**src/rtl/rls_pkg.sv**
```systemverilog
// Shared definitions for the RLS solver and its output paths: default
// vector geometry, the streamer FSM state type and a clog2 helper.
package rls_pkg;

    localparam int RLS_SIZE  = 8;
    localparam int RLS_WIDTH = 32;
    localparam int RLS_FRAC  = 16;

    typedef enum logic {
        ST_IDLE   = 1'b0,
        ST_STREAM = 1'b1
    } stream_state_e;

    // Ceiling log2, usable in parameter and port-width expressions.
    function automatic int clog2(input int n);
        int r;
        int v;
        r = 0;
        v = n - 1;
        while (v > 0) begin
            r = r + 1;
            v = v >> 1;
        end
        return r;
    endfunction

endpackage

```
**src/rtl/rls_fix_narrow.sv**
```systemverilog
// Combinational fixed-point narrowing: arithmetic right shift to drop
// surplus fractional bits (rounds toward minus infinity), then clamp to
// the signed output range and flag any clamping.
module rls_fix_narrow #(
    parameter int WIDTH     = 32,
    parameter int FRAC      = 16,
    parameter int OUT_WIDTH = 16,
    parameter int OUT_FRAC  = 8
) (
    input  logic [WIDTH-1:0]     din,
    output logic [OUT_WIDTH-1:0] dout,
    output logic                 sat
);

    localparam int SHIFT = FRAC - OUT_FRAC;
    localparam logic signed [WIDTH-1:0] MAX_V = WIDTH'((1 << (OUT_WIDTH - 1)) - 1);
    localparam logic signed [WIDTH-1:0] MIN_V = ~MAX_V;

    logic signed [WIDTH-1:0] shifted;

    // Shift into the output scaling, then saturate at either rail.
    always_comb begin
        shifted = $signed(din) >>> SHIFT;
        dout    = shifted[OUT_WIDTH-1:0];
        sat     = 1'b0;
        if (shifted > MAX_V) begin
            dout = MAX_V[OUT_WIDTH-1:0];
            sat  = 1'b1;
        end else if (shifted < MIN_V) begin
            dout = MIN_V[OUT_WIDTH-1:0];
            sat  = 1'b1;
        end
    end

endmodule

```
**src/rtl/rls_result_streamer.sv**
```systemverilog
// Output stage of the RLS solver: captures a solution vector per block,
// streams it out one narrowed word per valid/ready handshake, and keeps
// one pending block so the solver can publish ahead. Loads arriving with
// both slots busy are dropped and flagged with a sticky overrun.
module rls_result_streamer
    import rls_pkg::*;
#(
    parameter int SIZE      = RLS_SIZE,
    parameter int WIDTH     = RLS_WIDTH,
    parameter int FRAC      = RLS_FRAC,
    parameter int OUT_WIDTH = 16,
    parameter int OUT_FRAC  = 8
) (
    input  logic                     clk,
    input  logic                     reset,
    input  logic [WIDTH*SIZE-1:0]    x,
    input  logic                     x_load,
    output logic [OUT_WIDTH-1:0]     out_data,
    output logic [clog2(SIZE)-1:0]   out_index,
    output logic                     out_sat,
    output logic                     out_last,
    output logic                     out_valid,
    input  logic                     out_ready,
    output logic [15:0]              block_id,
    output logic                     overrun,
    output logic                     busy
);

    localparam int IDX_W = clog2(SIZE);
    localparam logic [IDX_W-1:0] LAST_IDX = IDX_W'(SIZE - 1);

    stream_state_e state_q, state_d;

    logic [WIDTH-1:0] x_words  [SIZE];
    logic [WIDTH-1:0] active_q [SIZE];
    logic [WIDTH-1:0] active_d [SIZE];
    logic [WIDTH-1:0] pend_q   [SIZE];
    logic [WIDTH-1:0] pend_d   [SIZE];

    logic                 pend_valid_q, pend_valid_d;
    logic [IDX_W-1:0]     index_q, index_d;
    logic [15:0]          load_cnt_q, load_cnt_d;
    logic [15:0]          block_id_q, block_id_d;
    logic [15:0]          pend_id_q, pend_id_d;
    logic                 overrun_q, overrun_d;
    logic [OUT_WIDTH-1:0] out_data_q, conv_data;
    logic                 out_sat_q, conv_sat;
    logic                 out_last_q, out_valid_q, busy_q;
    logic [WIDTH-1:0]     sel_word;
    logic                 handshake, last_beat;

    assign handshake = out_valid_q & out_ready;
    assign last_beat = handshake && (index_q == LAST_IDX);

    // Split the flat input bus into per-coefficient words.
    always_comb begin
        for (int i = 0; i < SIZE; i++) begin
            x_words[i] = x[WIDTH*i +: WIDTH];
        end
    end

    // FSM state register.
    always_ff @(posedge clk or negedge reset) begin
        if (!reset) state_q <= ST_IDLE;
        else        state_q <= state_d;
    end

    // FSM next state: leave STREAM only when the last beat retires with nothing queued behind it.
    always_comb begin
        state_d = state_q;
        case (state_q)
            ST_IDLE:   if (x_load) state_d = ST_STREAM;
            ST_STREAM: if (last_beat && !pend_valid_q && !x_load) state_d = ST_IDLE;
            default:   state_d = ST_IDLE;
        endcase
    end

    // Slot management, block numbering and overrun detection for the next cycle.
    always_comb begin
        active_d     = active_q;
        pend_d       = pend_q;
        pend_valid_d = pend_valid_q;
        index_d      = index_q;
        load_cnt_d   = load_cnt_q;
        block_id_d   = block_id_q;
        pend_id_d    = pend_id_q;
        overrun_d    = overrun_q;
        case (state_q)
            ST_IDLE: begin
                if (x_load) begin
                    active_d   = x_words;
                    index_d    = '0;
                    block_id_d = load_cnt_q;
                    load_cnt_d = load_cnt_q + 16'd1;
                end
            end
            ST_STREAM: begin
                if (last_beat) begin
                    index_d = '0;
                    if (pend_valid_q) begin
                        active_d     = pend_q;
                        block_id_d   = pend_id_q;
                        pend_valid_d = x_load;
                        if (x_load) begin
                            pend_d     = x_words;
                            pend_id_d  = load_cnt_q;
                            load_cnt_d = load_cnt_q + 16'd1;
                        end
                    end else if (x_load) begin
                        active_d   = x_words;
                        block_id_d = load_cnt_q;
                        load_cnt_d = load_cnt_q + 16'd1;
                    end
                end else begin
                    if (handshake) index_d = index_q + IDX_W'(1);
                    if (x_load) begin
                        if (!pend_valid_q) begin
                            pend_d       = x_words;
                            pend_valid_d = 1'b1;
                            pend_id_d    = load_cnt_q;
                            load_cnt_d   = load_cnt_q + 16'd1;
                        end else begin
                            overrun_d = 1'b1;
                        end
                    end
                end
            end
            default: ;
        endcase
    end

    // The word presented next cycle is narrowed here so the output can be registered.
    always_comb begin
        sel_word = active_d[index_d];
    end

    rls_fix_narrow #(
        .WIDTH     (WIDTH),
        .FRAC      (FRAC),
        .OUT_WIDTH (OUT_WIDTH),
        .OUT_FRAC  (OUT_FRAC)
    ) u_narrow (
        .din  (sel_word),
        .dout (conv_data),
        .sat  (conv_sat)
    );

    // Datapath and output registers; reset discards both slots.
    always_ff @(posedge clk or negedge reset) begin
        if (!reset) begin
            for (int i = 0; i < SIZE; i++) begin
                active_q[i] <= '0;
                pend_q[i]   <= '0;
            end
            pend_valid_q <= 1'b0;
            index_q      <= '0;
            load_cnt_q   <= '0;
            block_id_q   <= '0;
            pend_id_q    <= '0;
            overrun_q    <= 1'b0;
            out_data_q   <= '0;
            out_sat_q    <= 1'b0;
            out_last_q   <= 1'b0;
            out_valid_q  <= 1'b0;
            busy_q       <= 1'b0;
        end else begin
            active_q     <= active_d;
            pend_q       <= pend_d;
            pend_valid_q <= pend_valid_d;
            index_q      <= index_d;
            load_cnt_q   <= load_cnt_d;
            block_id_q   <= block_id_d;
            pend_id_q    <= pend_id_d;
            overrun_q    <= overrun_d;
            out_data_q   <= conv_data;
            out_sat_q    <= conv_sat;
            out_last_q   <= (index_d == LAST_IDX);
            out_valid_q  <= (state_d == ST_STREAM);
            busy_q       <= (state_d == ST_STREAM) || pend_valid_d;
        end
    end

    assign out_data  = out_data_q;
    assign out_index = index_q;
    assign out_sat   = out_sat_q;
    assign out_last  = out_last_q;
    assign out_valid = out_valid_q;
    assign block_id  = block_id_q;
    assign overrun   = overrun_q;
    assign busy      = busy_q;

endmodule

```
**config.mk**
```make
export PLATFORM = sky130hd
export DESIGN_NAME = rls_result_streamer
export DESIGN_NICKNAME = d
export VERILOG_FILES = /design/src/rtl/rls_pkg.sv /design/src/rtl/rls_fix_narrow.sv /design/src/rtl/rls_result_streamer.sv
export SDC_FILE = /design/constraint.sdc
export NUM_CORES = 1
export LEC_CHECK = 0
export CAP_MARGIN = 20
export CORE_MARGIN = 2
export CORE_UTILIZATION = 50
export CTS_CLUSTER_SIZE = 28
export DETAILED_ROUTE_END_ITERATION = 10
export PLACE_DENSITY = 0.78
export SETUP_SLACK_MARGIN = 0.05
export SYNTH_ARGS = -nofsm -noshare
export SYNTH_HDL_FRONTEND = slang
export SYNTH_SLANG_ARGS = --single-unit
```
**constraint.sdc**
```tcl
create_clock -name clk -period 4.32 [get_ports clk]
set_input_delay 0.864 -clock clk [delete_from_list [all_inputs] [get_ports clk]]
set_output_delay 0.864 -clock clk [all_outputs]
set_load 0.005 [all_outputs]
```
# Yosys cells after proc, flatten, opt, wreduce, memory -nomap -nowiden
# Index checks and enable logic that the tools add are counted.
[totals]
word_cells = 95
mem_bits_ro = 0
latch_bits = 0
ff_bits = 585
n_memories = 0
mem_bits_rw = 0
[op_classes]
n_mul = 0
div_mod_pow = 0
bitwise_logic = 4
shift = 0
n_lt_le_gt_ge = 3
addsub = 2
mux = 41
reduce_logical = 10
n_eq_ne = 8
[op_table]
columns = ["cell", "n"]
rows = [
  ["two-way mux 256 bit", 8],
  ["one-hot mux 256 bit (2 select lines)", 1],
  ["two-way mux 16 bit", 14],
  ["binary-select mux 32 bit (select 3 bit)", 1],
  ["two-way mux 32 bit", 2],
  ["one-hot mux 16 bit (2 select lines)", 2],
  ["> comparator 24 x 16 -> 1 bit, second input constant", 1],
  ["less-than comparator 24 x 16 -> 1 bit, second input constant", 1],
  ["adder 16 x 1 -> 16 bit, second input constant", 1],
  ["two-way mux 3 bit", 3],
  ["two-way mux 1 bit", 8],
  ["== test 3 bit, second input constant", 2],
  ["!= test 3 x 2 -> 1 bit, second input constant", 2],
  ["one-hot mux 3 bit (2 select lines)", 1],
  ["AND reduction 5 bit", 1],
  ["greater-or-equal comparator 4 bit, second input constant", 1],
  ["!= test 2 x 1 -> 1 bit, second input constant", 2],
  ["!= test 2 bit, second input constant", 2],
  ["NOT 3 -> 4 bit", 1],
  ["AND reduction 4 bit", 1],
  ["adder 3 x 1 -> 3 bit, second input constant", 1],
  ["logical AND 1 bit", 3],
  ["logical NOT 1 bit", 2],
  ["NOT 1 bit", 2],
  ["5 further kinds", 5],
]

# Logic depth before layout (Yosys ltp)
[logic_depth]
depth_word = 11
mapped_depth = 15
ltp_nobuf = 12

# Hierarchy
# From an unflattened synthesis, not the netlist that was laid out.
[hier_totals]
cells_unflattened = 2941
hier_area_um2 = 32022.0
[modules_own_cells]
columns = ["mod", "n_inst", "area_per_inst_um2", "seq_area_each_um2", "cells_each"]
rows = [
  ["rls_result_streamer", 1, 31721.7, 14639.0, 2896],
  ["rls_fix_narrow", 1, 300.3, 0.0, 45],
]

# Worst setup path before layout
# No wires, ideal clock.
[synth_timing]
kind = "in2reg"
from = "input port out_ready"
to = "register pend_q[235] in the netlist's numbering"
path_stages = 14
setup_time_ns = 0.125
arrival_ns = 3.624
required_ns = 4.195
slack_ns = 0.571
path_cell_list = "buf_4 and2_1 buf_4 buf_2 buf_2 buf_2 nand2_1 inv_1 ha_1 nand3_1 clkbuf_1 clkbuf_1 buf_1 mux2_2"
[synth_via]
elab_chain_len = 4
[synth_lines]
columns = ["element", "line", "source"]
rows = [
  ["from (decl)", "rls_result_streamer.sv:23", "input logic out_ready,"],
  ["bitwise AND 1 bit (*)", "rls_result_streamer.sv:52", "assign handshake = out_valid_q & out_ready;"],
  ["logical AND 1 bit (*)", "rls_result_streamer.sv:53", "assign last_beat = handshake && (index_q == LAST_IDX);"],
  ["!= test 2 x 1 -> 1 bit (no line), or another cell as far along", "--", ""],
  ["AND reduction 5 bit (no line)", "--", ""],
  ["to (signal assigned)", "rls_result_streamer.sv:168", "pend_q <= pend_d;"],
  ["to (decl)", "rls_result_streamer.sv:37", "logic [WIDTH-1:0] pend_q [SIZE];"],
]
# Mark *: on every way between the ends. The rest lies on a longest branch, timed or not.
# A chain may end at the register's enable or synchronous reset.

# Final worst setup path
[layout_timing]
from = "register index_q[0] (netlist: out_index[0])"
to = "register out_data_q[0] (netlist: out_data[0])"
[layout_via]
elab_chain_len = 11
[layout_lines]
columns = ["element", "line", "source"]
rows = [
  ["from (decl)", "rls_result_streamer.sv:41", "logic [IDX_W-1:0] index_q, index_d;"],
  ["from (signal assigned)", "rls_result_streamer.sv:170", "index_q <= index_d;"],
  ["adder 3 x 1 -> 3 bit / == test 3 bit (equally long branches)", "rls_result_streamer.sv:115, rls_result_streamer.sv:53", ""],
  ["two-way mux 3 bit / logical AND 1 bit (equally long branches)", "rls_result_streamer.sv:115, rls_result_streamer.sv:53", ""],
  ["two-way mux 3 bit", "rls_result_streamer.sv:98", "if (last_beat) begin"],
  ["one-hot mux 3 bit (2 select lines)", "rls_result_streamer.sv:88", "case (state_q)"],
  ["NOT 3 -> 4 bit (implied by the code)", "rls_result_streamer.sv:134", "sel_word = active_d[index_d];"],
  ["binary-select mux 32 bit (select 3 bit) (*)", "rls_result_streamer.sv:134", ""],
  ["two-way mux 32 bit (implied by the code) (*) (2 in series)", "rls_result_streamer.sv:134", ""],
  ["less-than comparator 24 x 16 -> 1 bit", "rls_fix_narrow.sv:29", "end else if (shifted < MIN_V) begin"],
  ["two-way mux 16 bit", "rls_fix_narrow.sv:29", ""],
  ["two-way mux 16 bit (*)", "rls_fix_narrow.sv:26", "if (shifted > MAX_V) begin"],
  ["named net conv_data[0]", "rls_result_streamer.sv:46", "logic [OUT_WIDTH-1:0] out_data_q, conv_data;"],
  ["to (signal assigned)", "rls_result_streamer.sv:175", "out_data_q <= conv_data;"],
  ["to (decl)", "rls_result_streamer.sv:46", ""],
]
# Mark *: on every way through the listed nets, which the timed path passes. The rest lies on a longest branch. The select of a mux whose other input is x is not followed.

==> metrics.md <==
| Metric | Value |
|---|---|
| Outcome | completed |
| GPL Wtd Cong | 0.922 |
| Internal power | 11.6 mW |
| Setup violations, final | 0 |
| Post-synthesis sequential area ratio | 0.558 |
| Min-Delay Path Class | in2async |
| IO Count | 300 |
| Crit. End Element | register |
| Syn Area/Cell | 11.5 um^2 |
| DIE HEIGHT | 207 um |
| Sw Share | 0.337 |
| Iteration-0 DRC Markers | 1,493 |
| Combinational share of power | 0.351 |
| Commonest non-fill, non-tap cell in the layout | dfrtp_1 |
| Fin crit period | 3.91 ns |
| Num CTS Buffers | 48 |
| Core area | 0.0406 mm^2 |
| Root buffer cell | clkbuf_16 |
| CP max stage cell | a21oi_2 |
| H-tree levels | 2 |
| Post-Syn Area | 0.0205 mm^2 |
| Input/output buffers | 235 |
| Nets | 2,246 |
| Worst-path cell chain | ha_1 -> ha_1 -> nand3b_1 -> a21oi_4 -> buf_4 -> a222oi_1 -> and2_1 -> o21ai_0 -> o21ai_1 -> nor4_2 -> a21oi_2 -> o21ai_0 |
| # DRC | 0 |
| Syn_nets | 2,042 |
| Peak Freq | 0.256 GHz |
| Fill count | 3,113 |
| WP data required | 4.73 ns |
| Final ANT Viol Nets | 0 |
| Final worst setup slack | 0.409 ns |
| Crit-path max FO | 19 |
| Area Growth Syn to Fin | 23.2% |
| Crit path kind | reg2reg |
| Total GRT Usage | 0.281 |
| Seq cells post-synth | 457 |
| Worst r2r dst | out_data[0] |
| Slew HR | 0.365 |
| PD cells | 692 mW/mm^2 |
| Origin of the critical flop-to-flop path | out_index[0] |
| Pins Over Slew Limit | 0 |
| Hold-fix buffers at CTS | 0 |
| Routed length per placed instance | 23.6 um |
| EDFF count, synth | 0 |
| Reg power frac | 0.410 |
| Clock sinks | 457 |
| # resized after CTS | 0 |
| Top delay family on crit path | compound AO/OA/AOI/OAI gates |
| R2R Setup Slk | 0.41 ns |
| Via density | 6.28 |
| Die W | 207 um |
| WL final | 60,400 um |
| Pre-CTS WS | 0.0381 ns |
| DRT met1 WL | 24,500 um |
| Via Count | 16,100 |
| Ys Warns | 0 |
| Setup bufs post-CTS | 0 |
| Total congestion overflow | 0 |
| Max-cap viol count | 0 |
| WP data arrival | 4.33 ns |
| Area post-placement | 0.0237 mm^2 |
| Max incr delay on CP | 0.73 ns |
| Clock-pin slew on the worst setup and hold paths | 0.06 ns |
| CTS tree | done |
| Multi-input gate area | 0.00840 mm^2 |
| Async S/R FF share, synth | 1.00 |
| Clock share of power | 0.239 |
| Dpl hpwl | 39,800 um |
| Most frequent cells in the layout | 456 x dfrtp_1, 233 x clkdlybuf4s50_1, 211 x mux2_2 |
| Full die area | 0.0427 mm^2 |
| Synth Flop Type | dfrtp_1 |
| CP bufs+invs | 1 |
| Least-Margin Pin Slew | 0.952 ns |
| Leakage | 11.1 nW |
| Worst-case clock buffer depth | 3 |
| Metal3 WL | 4410 um |
| Highest metal used | met5 |
| Post-Syn Instances | 1,778 |
| Fin area | 0.0253 mm^2 |
| Startpoint Class | register |
| Metal2 WL | 28,700 um |
| Share of layout cells above drive strength 1 | 0.187 |
| Starting Density | 0.505 |
| Initial antenna violation count | 13 |
| Worst VDD drop | 0.331 mV |
| Post-synthesis cell type count | 52 |
| Sw power | 5.89 mW |
| Final Power | 17.5 mW |
| Clock insertion delay at the later pin of the skew report | 0.58 ns |
| Setup_tns | 0 ns |
| Seq. cell area | 0.0114 mm^2 |
| Largest net degree at the start of global routing | 101 |
| DR pass1 iterations | 5 |
| RSZ-0062 raised after global routing | no |
| First-pass GRT wire length | 91,800 um |
| Vias in the first global route | 16,300 |
| Final hold violations | 0 |
| Clk_skew | 0.0204 ns |
| Crit share post-route | 0.905 |
| Reg2Reg Depth | 12 |
| Cell row count | 74 |
## logic make-up after synthesis
logic type | synth area share
AOI/OAI and AO/OA | 0.157
adders and majority gates | 0.00244
muxes | 0.167
and+or+nand+nor | 0.0740
buffers and inverters | 0.0357
DFF | 0.558
xor gates and xnor gates | 0.00640
## metal layers
layer,up-vias,track usage
li1,7036,-
met1,8223,0.374
met2,676,0.439
met3,146,0.0576
met4,10,0.143
met5,-,0
## worst reg2reg max path, cell delays in order (launching register included)
cell and delay (ns):
dfrtp_1 0.42, ha_1 0.22, ha_1 0.31, nand3b_1 0.36, a21oi_4 0.12, buf_4 0.22
a222oi_1 0.52, and2_1 0.19, o21ai_0 0.08, o21ai_1 0.22, nor4_2 0.10, a21oi_2 0.73
o21ai_0 0.26
## stage by stage
step / util / hold slack, ns / cells
3_5_place_dp: 0.582 / 0.458 / 2464
2_1_floorplan: - / 0.447 / 1778
4_1_cts: 0.621 / 0.364 / 2549
5_1_grt: 0.622 / 0.405 / 2556
3_3_place_gp: 0.582 / 0.453 / 2464
6_report: 0.622 / 0.357 / 2561
## layout make-up
| type | count | share of cell area |
|---|---|---|
| Sequential cell | 457 | 0.453 |
| Multi-Input combinational cell | 1150 | 0.332 |
| Timing Repair Buffer | 302 | 0.121 |
| Clock buffer | 71 | 0.0565 |
| Tap cell | 532 | 0.0263 |
| Clock inverter | 14 | 0.00634 |
| Inverter | 23 | 0.00342 |
| Antenna cell | 12 | 0.00119 |
## Yosys cell counts (3+ instances only)
| cell | count | share of area |
|---|---|---|
| nand2_1 | 101 | 0.018 |
| nor2_1 | 155 | 0.028 |
| a222oi_1 | 16 | 0.0078 |
| o21ai_1 | 15 | 0.0037 |
| a22o_1 | 4 | 0.0017 |
| xor2_1 | 5 | 0.0021 |
| a21oi_1 | 42 | 0.010 |
| o22ai_1 | 167 | 0.051 |
| a211oi_1 | 33 | 0.012 |
| xnor2_1 | 10 | 0.0043 |
| and2_1 | 16 | 0.0049 |
| nand4_1 | 9 | 0.0027 |
| and3_1 | 6 | 0.0018 |
| inv_2 | 4 | 0.00073 |
| ha_1 | 4 | 0.0024 |
| nor3_1 | 33 | 0.0081 |
| buf_4 | 8 | 0.0029 |
| o2bb2ai_1 | 3 | 0.0013 |
| o21ai_0 | 12 | 0.0029 |
| clkbuf_1 | 77 | 0.014 |
| nand3_1 | 18 | 0.0044 |
| dfrtp_1 | 457 | 0.56 |
| inv_1 | 19 | 0.0035 |
| a221o_1 | 16 | 0.0078 |
| nand3b_1 | 3 | 0.0011 |
| a22oi_1 | 109 | 0.040 |
| buf_1 | 19 | 0.0035 |
| a31oi_1 | 16 | 0.0049 |
| mux2i_1 | 105 | 0.051 |
| mux2_2 | 211 | 0.12 |
| a311oi_1 | 14 | 0.0060 |
| buf_2 | 43 | 0.010 |
| o211ai_1 | 4 | 0.0015 |
## how the worst max path moves through the flow
stage          cells after the start          from          end
3_5_place_dp                      12     out_ready  out_data[0]
3_3_place_gp                      12     out_ready  out_data[2]
5_1_grt                           12  out_index[0]  out_data[4]
6_report                          12  out_index[0]  out_data[0]
4_1_cts                           12  out_index[0]  out_data[0]
2_1_floorplan                     14     out_ready  pend_q[235]
## registers in the layout, summed over array words and instances, names as in the netlist
register      count
active_q        192
pend_q          192
block_id         16
load_cnt_q       16
out_data         16
pend_id_q        16
out_index         3
busy              1
out_last          1
out_sat           1
out_valid         1
overrun           1
pend_valid_q      1
## power by group through the flow
stage	sequential [mW]	clock, mW	combinational, mW
4_1_cts	7.14	4.23	6.11
3_5_place_dp	7.20	0	6.06
5_1_grt	7.36	4.41	6.65
3_3_place_gp	7.05	0	5.83
2_1_floorplan	6.93	0	4.00
6_report	7.17	4.17	6.14
Power figures use the tool's default switching activity.
